**config.mk**
```make
export PLATFORM = sky130hd
export DESIGN_NAME = req_gnt_responder
export DESIGN_NICKNAME = d
export VERILOG_FILES = /design/src/rtl/req_gnt_responder.sv
export SDC_FILE = /design/constraint.sdc
export NUM_CORES = 1
export LEC_CHECK = 0
export ABC_CLOCK_PERIOD_IN_PS = 1600
export CORE_MARGIN = 2
export CORE_UTILIZATION = 45
export DETAILED_ROUTE_END_ITERATION = 8
export PLACE_DENSITY = 0.74
export SETUP_SLACK_MARGIN = 0.15
export SLEW_MARGIN = 20
export SYNTH_ARGS = -nofsm -noshare
export SYNTH_HDL_FRONTEND = slang
export SYNTH_SLANG_ARGS = --single-unit
```
**constraint.sdc**
```tcl
create_clock -name clk -period 1.6 [get_ports clk]
set_clock_uncertainty 0.15 [all_clocks]
set_input_delay 0.32 -clock clk [delete_from_list [all_inputs] [get_ports clk]]
set_output_delay 0.32 -clock clk [all_outputs]
set_load 0.05 [all_outputs]
```
**src/rtl/req_gnt_responder.sv**
```systemverilog
// Responder end of req/gnt: one-cycle grant MIN_LAT..MAX_LAT cycles after req is sampled, then a cooldown.
// stall defers the grant up to MAX_LAT only; en gates new acceptance; ok/err latch the first initiator violation.
module req_gnt_responder #(
  parameter int MIN_LAT     = 1,
  parameter int MAX_LAT     = 3,
  parameter int BUSY_CYCLES = 2,
  parameter int CNT_W       = 8
) (
  input  logic             clk,
  input  logic             rst_n,
  input  logic             en,
  input  logic             req,
  input  logic             stall,
  output logic             gnt,
  output logic             busy,
  output logic             ok,
  output logic             err,
  output logic [CNT_W-1:0] gnt_cnt
);

  localparam int LAT_W  = $clog2(MAX_LAT + 1);
  localparam int COOL_W = (BUSY_CYCLES > 0) ? $clog2(BUSY_CYCLES + 1) : 1;

  if (MIN_LAT < 1 || MIN_LAT > MAX_LAT || BUSY_CYCLES < 0) begin : g_param_check
    $error("req_gnt_responder: illegal MIN_LAT/MAX_LAT/BUSY_CYCLES");
  end

  typedef enum logic [1:0] {
    IDLE     = 2'd0,
    WAIT     = 2'd1,
    COOLDOWN = 2'd2
  } state_t;

  state_t             state, state_nxt;
  logic [LAT_W-1:0]   lat, lat_nxt;
  logic [COOL_W-1:0]  cool, cool_nxt;
  logic [CNT_W-1:0]   gnt_cnt_nxt;
  logic               viol;

  always_ff @(posedge clk or negedge rst_n) begin
    if (!rst_n) begin
      state   <= IDLE;
      lat     <= '0;
      cool    <= '0;
      ok      <= 1'b1;
      err     <= 1'b0;
      gnt_cnt <= '0;
    end else begin
      state   <= state_nxt;
      lat     <= lat_nxt;
      cool    <= cool_nxt;
      ok      <= ok & ~viol;
      err     <= err | viol;
      gnt_cnt <= gnt_cnt_nxt;
    end
  end

  always_comb begin
    state_nxt = state;
    lat_nxt   = lat;
    cool_nxt  = cool;
    gnt       = 1'b0;
    busy      = 1'b0;
    viol      = 1'b0;
    unique case (state)
      IDLE: begin
        if (en && req) begin
          state_nxt = WAIT;
          lat_nxt   = LAT_W'(1);
        end
      end
      WAIT: begin
        busy = 1'b1;
        // reaching MAX_LAT overrides stall so the latency bound always holds
        gnt  = req && ((lat >= LAT_W'(MIN_LAT) && !stall) || lat == LAT_W'(MAX_LAT));
        if (gnt) begin
          lat_nxt = '0;
          if (BUSY_CYCLES == 0) begin
            state_nxt = IDLE;
          end else begin
            state_nxt = COOLDOWN;
            cool_nxt  = COOL_W'(BUSY_CYCLES);
          end
        end else if (!req) begin
          viol      = 1'b1;
          state_nxt = IDLE;
          lat_nxt   = '0;
        end else begin
          lat_nxt = lat + LAT_W'(1);
        end
      end
      COOLDOWN: begin
        busy     = 1'b1;
        cool_nxt = cool - COOL_W'(1);
        if (cool == COOL_W'(1)) begin
          state_nxt = IDLE;
        end
      end
      default: begin
        state_nxt = IDLE;
      end
    endcase
  end

  always_comb begin
    gnt_cnt_nxt = gnt_cnt;
    if (gnt && gnt_cnt != {CNT_W{1'b1}}) begin
      gnt_cnt_nxt = gnt_cnt + CNT_W'(1);
    end
  end

endmodule

```
After elaboration in Yosys (flattened, before gate mapping)
Index checks and enable logic that the tools add are counted.

word-level totals
  flip-flop bits (word level) = 16
  output and inout port bits = 12
  word-level logic and storage cells = 50

operators by class
  $add $sub $neg = 3
  order comparisons = 1
  equality and inequality tests = 9
  mux-type cells = 15
  bitwise operators = 3
  reductions and logical operators = 13

operators with widths
  operator               count
  $mux W2                7
  $add A8 B1 Y8 const B  1
  $ne A8 B8 Y1 const B   1
  $pmux W2 S2            2
  $ne A2 B2 Y1 const B   3
  $pmux W2 S3            1
  $mux W1                5
  $eq A2 B1 Y1 const B   2
  $eq A2 B2 Y1 const B   2
  $logic_and A1 B1 Y1    4
  $reduce_and A2 Y1      2
  $reduce_bool A2 Y1     2
  $ne A3 B3 Y1 const B   1
  $reduce_and A3 Y1      1
  $add A2 B1 Y2 const B  1
  $ge A2 B1 Y1 const B   1
  $logic_not A2 Y1       1
  $reduce_or A2 Y1       1
  $sub A2 B1 Y2 const B  1
  $and A1 B1 Y1          1
  $logic_not A1 Y1       1
  $logic_or A1 B1 Y1     1
  $not A1 Y1             1
  $or A1 B1 Y1           1

Longest topological paths before layout
  depth in word-level cells = 8
  gate-level depth with buffers = 6
  mapped depth without buffers = 6

Worst setup path before layout
No wires, ideal clock.

  path type = register to register
  from = reg lat[0]
  to = reg cool[1]
  library setup time = 0.121 ns
  data arrival time = 2.046 ns
  setup slack = -0.717 ns
  cell stages (with the launch flop) = 7
  period minus slack after synthesis = 2.317 ns
  path through = dfrtp_1 > inv_1 > ha_1 > o21ba_4 > nor2_1 > o21ai_0 > o22a_1

on the way
  word-level cells in the longest chain between the ends = 6

ends and longest elaborated chain
  what                                    RTL line  text
  from (decl)                             35        logic [LAT_W-1:0] lat, lat_nxt;
  from (signal assigned)                  50        lat <= lat_nxt;
  $ge A2 B1 Y1                            75        gnt = req && ((lat >= LAT_W'(MIN_LAT) && !stall) || lat == LAT_W'(MAX_LAT));
  $logic_and A1 B1 Y1                     75
  $logic_or A1 B1 Y1 (*)                  75
  $logic_and A1 B1 Y1 (*)                 75
  $ne A2 B2 Y1 (no source line) (*)       -
  $reduce_and A2 Y1 (no source line) (*)  -
  to (signal assigned)                    51        cool <= cool_nxt;
  to (decl)                               36        logic [COOL_W-1:0] cool, cool_nxt;

Every way passes the cells marked *; elsewhere a longest branch is shown, timed or not.
A chain may end at the register's enable or synchronous reset.

Worst setup path after layout
  from = reg lat[1]
  to = reg gnt_cnt[5]

on the way
  word-level cells in the longest chain between the ends = 6

ends and longest elaborated chain
  what                     RTL line  text
  $ge A2 B1 Y1             75
  $logic_and A1 B1 Y1      75
  $logic_or A1 B1 Y1 (*)   75
  $logic_and A1 B1 Y1 (*)  75
  $mux W1 (*)              65        unique case (state)
  $logic_and A1 B1 Y1 (*)  107       if (gnt && gnt_cnt != {CNT_W{1'b1}}) begin
  to (signal assigned)     54        gnt_cnt <= gnt_cnt_nxt;
  to (decl)                18        output logic [CNT_W-1:0] gnt_cnt

Marks and branches as above.

==> run_results.csv <==
group,metric,value,unit
die,rows,16,
drt,drt-total-wl,3.86,mm
clocking,cts_root_buf,"clkbuf_4",
job,drv_cap,0,
setup_path,reg2regPathDepth,8,
clocking,clk-insertion-delay-late,300,ps
setup_path,start_kind,"flop",
sta,max_slew_margin,0.763,
synthesis,synth_nets,94,
power_and_ir_drop,p_comb_frac,0.720,
synthesis,yosysUniqueCellTypes,29,
sta,final-setup-viol-count,16,
synthesis,synth.avg_cell_area,10.7,um^2
setup_path,r2r_start,"lat[1]$_DFFE_PN0P_",
synthesis,seq_area_frac_synth,0.456,
placed_design,port-buffer-count,16,
synthesis,async_flop_share,1.00,
global_route,grt_pass1_vias,951,
placed_design,dp_hpwl,1.66,mm
power_and_ir_drop,powerDensity,1890,nW/um^2
drt,routedWlPerCell,23.5,um
min_path,hold_class,"primary input to asynchronous set/reset pin",
global_route,grt_antenna_before_repair,0,
power_and_ir_drop,power_leakage,0.000815,uW
drt,vias,926,
final_layout,drive_gt1_frac,0.628,
clocking,cts.sink_count,16,
sta,finalHoldViolCount,0,
drt,drtPass1Iterations,4,
final_layout,diodes,0,
sta,finalCriticalPeriod,1980,ps
sta,max_clock_freq,504,MHz
sta,setup_slack,-384,ps
final_layout,final_cells,164,
synthesis,ys_ff_latch,16,
power_and_ir_drop,ir_drop,0.00176,V
run_status,status,"complete, but fails checks",
placed_design,dp.cells,147,
setup_path,crit_required,1660,ps
setup_path,worstSetupEndpointType,"flop",
synthesis,synth_edf_count,0,
setup_path,worst_ep_arrival_time,2040,ps
die,core-area,1900,um^2
global_route,grt_max_degree,17,
sta,timing.final.crit_share,1.24,
global_route,grt_pass1_wl,4.51,mm
global_route,grt_use_total,0.302,
power_and_ir_drop,p_switching,1420,uW
drt,first_iter_violations,41,
synthesis,synth_area,881,um^2
die,pin_count,17,
power_and_ir_drop,switching_share,0.429,
power_and_ir_drop,pwr-share-clk,0.086,
global_route,grt-ovfl-total,0,
die,die_area,2330,um^2
clocking,ctsHoldBuffers,0,
sta,slew_violations,0,
clocking,cts_tree,"yes",
clocking,cts_buffers,3,
setup_path,critPathMaxFanout,3,
drt,drtAntennaViolNets,0,
drt,drc,0,
final_layout,area_growth,99.3,%
synthesis,yosysWarnings,0,
die,fp.dieH,48.2,um
sta,rsz0062_at_grt,"yes",
drt,viasPerCell,5.65,
sta,tightestPinTransition,352,ps
run_status,failed_checks,"negative setup slack",
die,start_util,0.463,
clocking,clock_path_buffers,2,
power_and_ir_drop,p_int,1890,uW
die,die_w,48.2,um
clocking,cts.clk_slew.worst_paths,100,ps
clocking,cts_max_level,1,
setup_path,r2r_slack,-380,ps
setup_path,r2r-end,"gnt_cnt[5]$_DFFE_PN0P_",
setup_path,path_class,"flop to flop",
final_layout,final_util,0.923,
power_and_ir_drop,seq_power_share,0.194,
synthesis,syn_inst,82,
final_layout,finalNetCount,150,
synthesis,synthFlopType,"dfrtp_1",
placed_design,gp_congestion,0.769,
[metrics by stage]
step	setup TNS, ps	power, uW	worst slack (ps)	hold WS, ps	cell area (um^2)
floorplan	-441	1560	-167	-126	958
global placement	-2660	2210	-295	316	1440
detailed placement	-3090	2290	-335	327	1440
CTS	-1950	2980	-326	192	1660
global route	-3870	3430	-425	204	1760
finish	-3180	3320	-384	199	1760
[cells in the final DEF (no fill, tap or decap), types with 2 or more instances in the layout]
cell type / synthesis / final
mux2i_1: 4 / 3
buf_4: 0 / 19
dfrtp_2: 0 / 3
nand2b_1: 2 / 2
a21o_1: 2 / 2
buf_6: 0 / 16
nand4_1: 2 / 2
clkbuf_4: 0 / 3
dfrtp_1: 15 / 12
nand2_1: 4 / 4
mux2_4: 0 / 3
buf_12: 0 / 12
ha_4: 0 / 5
and2_1: 2 / 2
inv_1: 9 / 5
inv_2: 0 / 4
ha_1: 7 / 2
a21oi_1: 7 / 4
nand3_2: 0 / 2
and3_1: 2 / 2
clkdlybuf4s50_1: 0 / 4
o21ai_2: 0 / 2
a21oi_4: 0 / 2
[synthesized netlist by cell type (2+ instances only)]
| library cell | count | share of area |
|---|---|---|
| a21oi_1 | 7 | 0.040 |
| dfrtp_1 | 15 | 0.43 |
| o21ai_0 | 3 | 0.017 |
| nor2_1 | 2 | 0.0085 |
| xnor2_1 | 2 | 0.020 |
| and3_1 | 2 | 0.014 |
| ha_1 | 7 | 0.099 |
| mux2i_1 | 4 | 0.045 |
| nand3_1 | 3 | 0.017 |
| nand2b_1 | 2 | 0.014 |
| inv_1 | 9 | 0.038 |
| nand4_1 | 2 | 0.014 |
| a31oi_1 | 2 | 0.014 |
| mux2_2 | 2 | 0.026 |
| a21o_1 | 2 | 0.017 |
| and2_1 | 2 | 0.014 |
| nand2_1 | 4 | 0.017 |
[timing repair]
action,4_1_cts,5_1_grt
endpoints found under the setup margin,25,25
buffers inserted,10,3
pin swaps,12,11
resized for setup,26,14
[power groups by stage]
stage / Clock [uW] / Sequential (uW) / Combinational [uW]
2_1_floorplan: 0 / 787 / 769
3_3_place_gp: 0 / 618 / 1600
3_5_place_dp: 0 / 623 / 1660
4_1_cts: 278 / 626 / 2070
5_1_grt: 302 / 652 / 2470
6_report: 285 / 645 / 2390
[worst max-delay path, cell delays in order, from the launching register on]
cell     delay [ps]
dfrtp_1         410
inv_2            80
ha_4            160
o21ba_4         210
buf_6           130
nor3b_4         220
buf_6           160
nand3_2         110
mux2i_2         250
[worst max-delay path by stage]
stage	start	endpoint	slack [ps]
2_1_floorplan	gnt_cnt[0]$_DFFE_PN0P_	gnt_cnt[1]$_DFFE_PN0P_	-170
3_3_place_gp	stall	gnt_cnt[6]$_DFFE_PN0P_	-300
3_5_place_dp	stall	gnt_cnt[6]$_DFFE_PN0P_	-330
4_1_cts	lat[0]$_DFFE_PN0P_	gnt	-330
5_1_grt	lat[0]$_DFFE_PN0P_	gnt_cnt[5]$_DFFE_PN0P_	-430
6_report	lat[1]$_DFFE_PN0P_	gnt_cnt[5]$_DFFE_PN0P_	-380
[metal layers]
| layer | track usage | vias up | share of wire |
|---|---|---|---|
| met5 | 0 | - | 0 |
| met4 | 0.189 | 0 | 0.047 |
| met3 | 0.0704 | 20 | 0.070 |
| met2 | 0.516 | 66 | 0.51 |
| met1 | 0.335 | 447 | 0.37 |
| li1 | - | 393 | - |
[flip-flops by register name, summed over array words and instances (netlist names)]
register	cells
state	2
lat	2
gnt_cnt	8
ok	1
err	1
cool	2
[cell type report]
type                            instances  area (um^2)
Multi-Input combinational cell         57          643
Timing Repair Buffer                   51          603
Sequential cell                        16          405
Fill cell                              55          146
Clock buffer                            4         36.3
Inverter                                9         33.8
Tap cell                               27         33.8
[cells by family (layout without fill, tap and decap cells)]
group	Yosys count	after routing	synth area share
AO/OA/AOI/OAI	19	19	0.148
XOR/XNOR	3	3	0.0298
adder cells (fa/ha/maj)	7	7	0.0994
buffers and inverters	9	64	0.0383
flip-flops	16	16	0.456
multiplexers	7	7	0.0838
AND/OR/NAND/NOR	21	21	0.145
No activity file was read; power rests on OpenSTA's default activity.
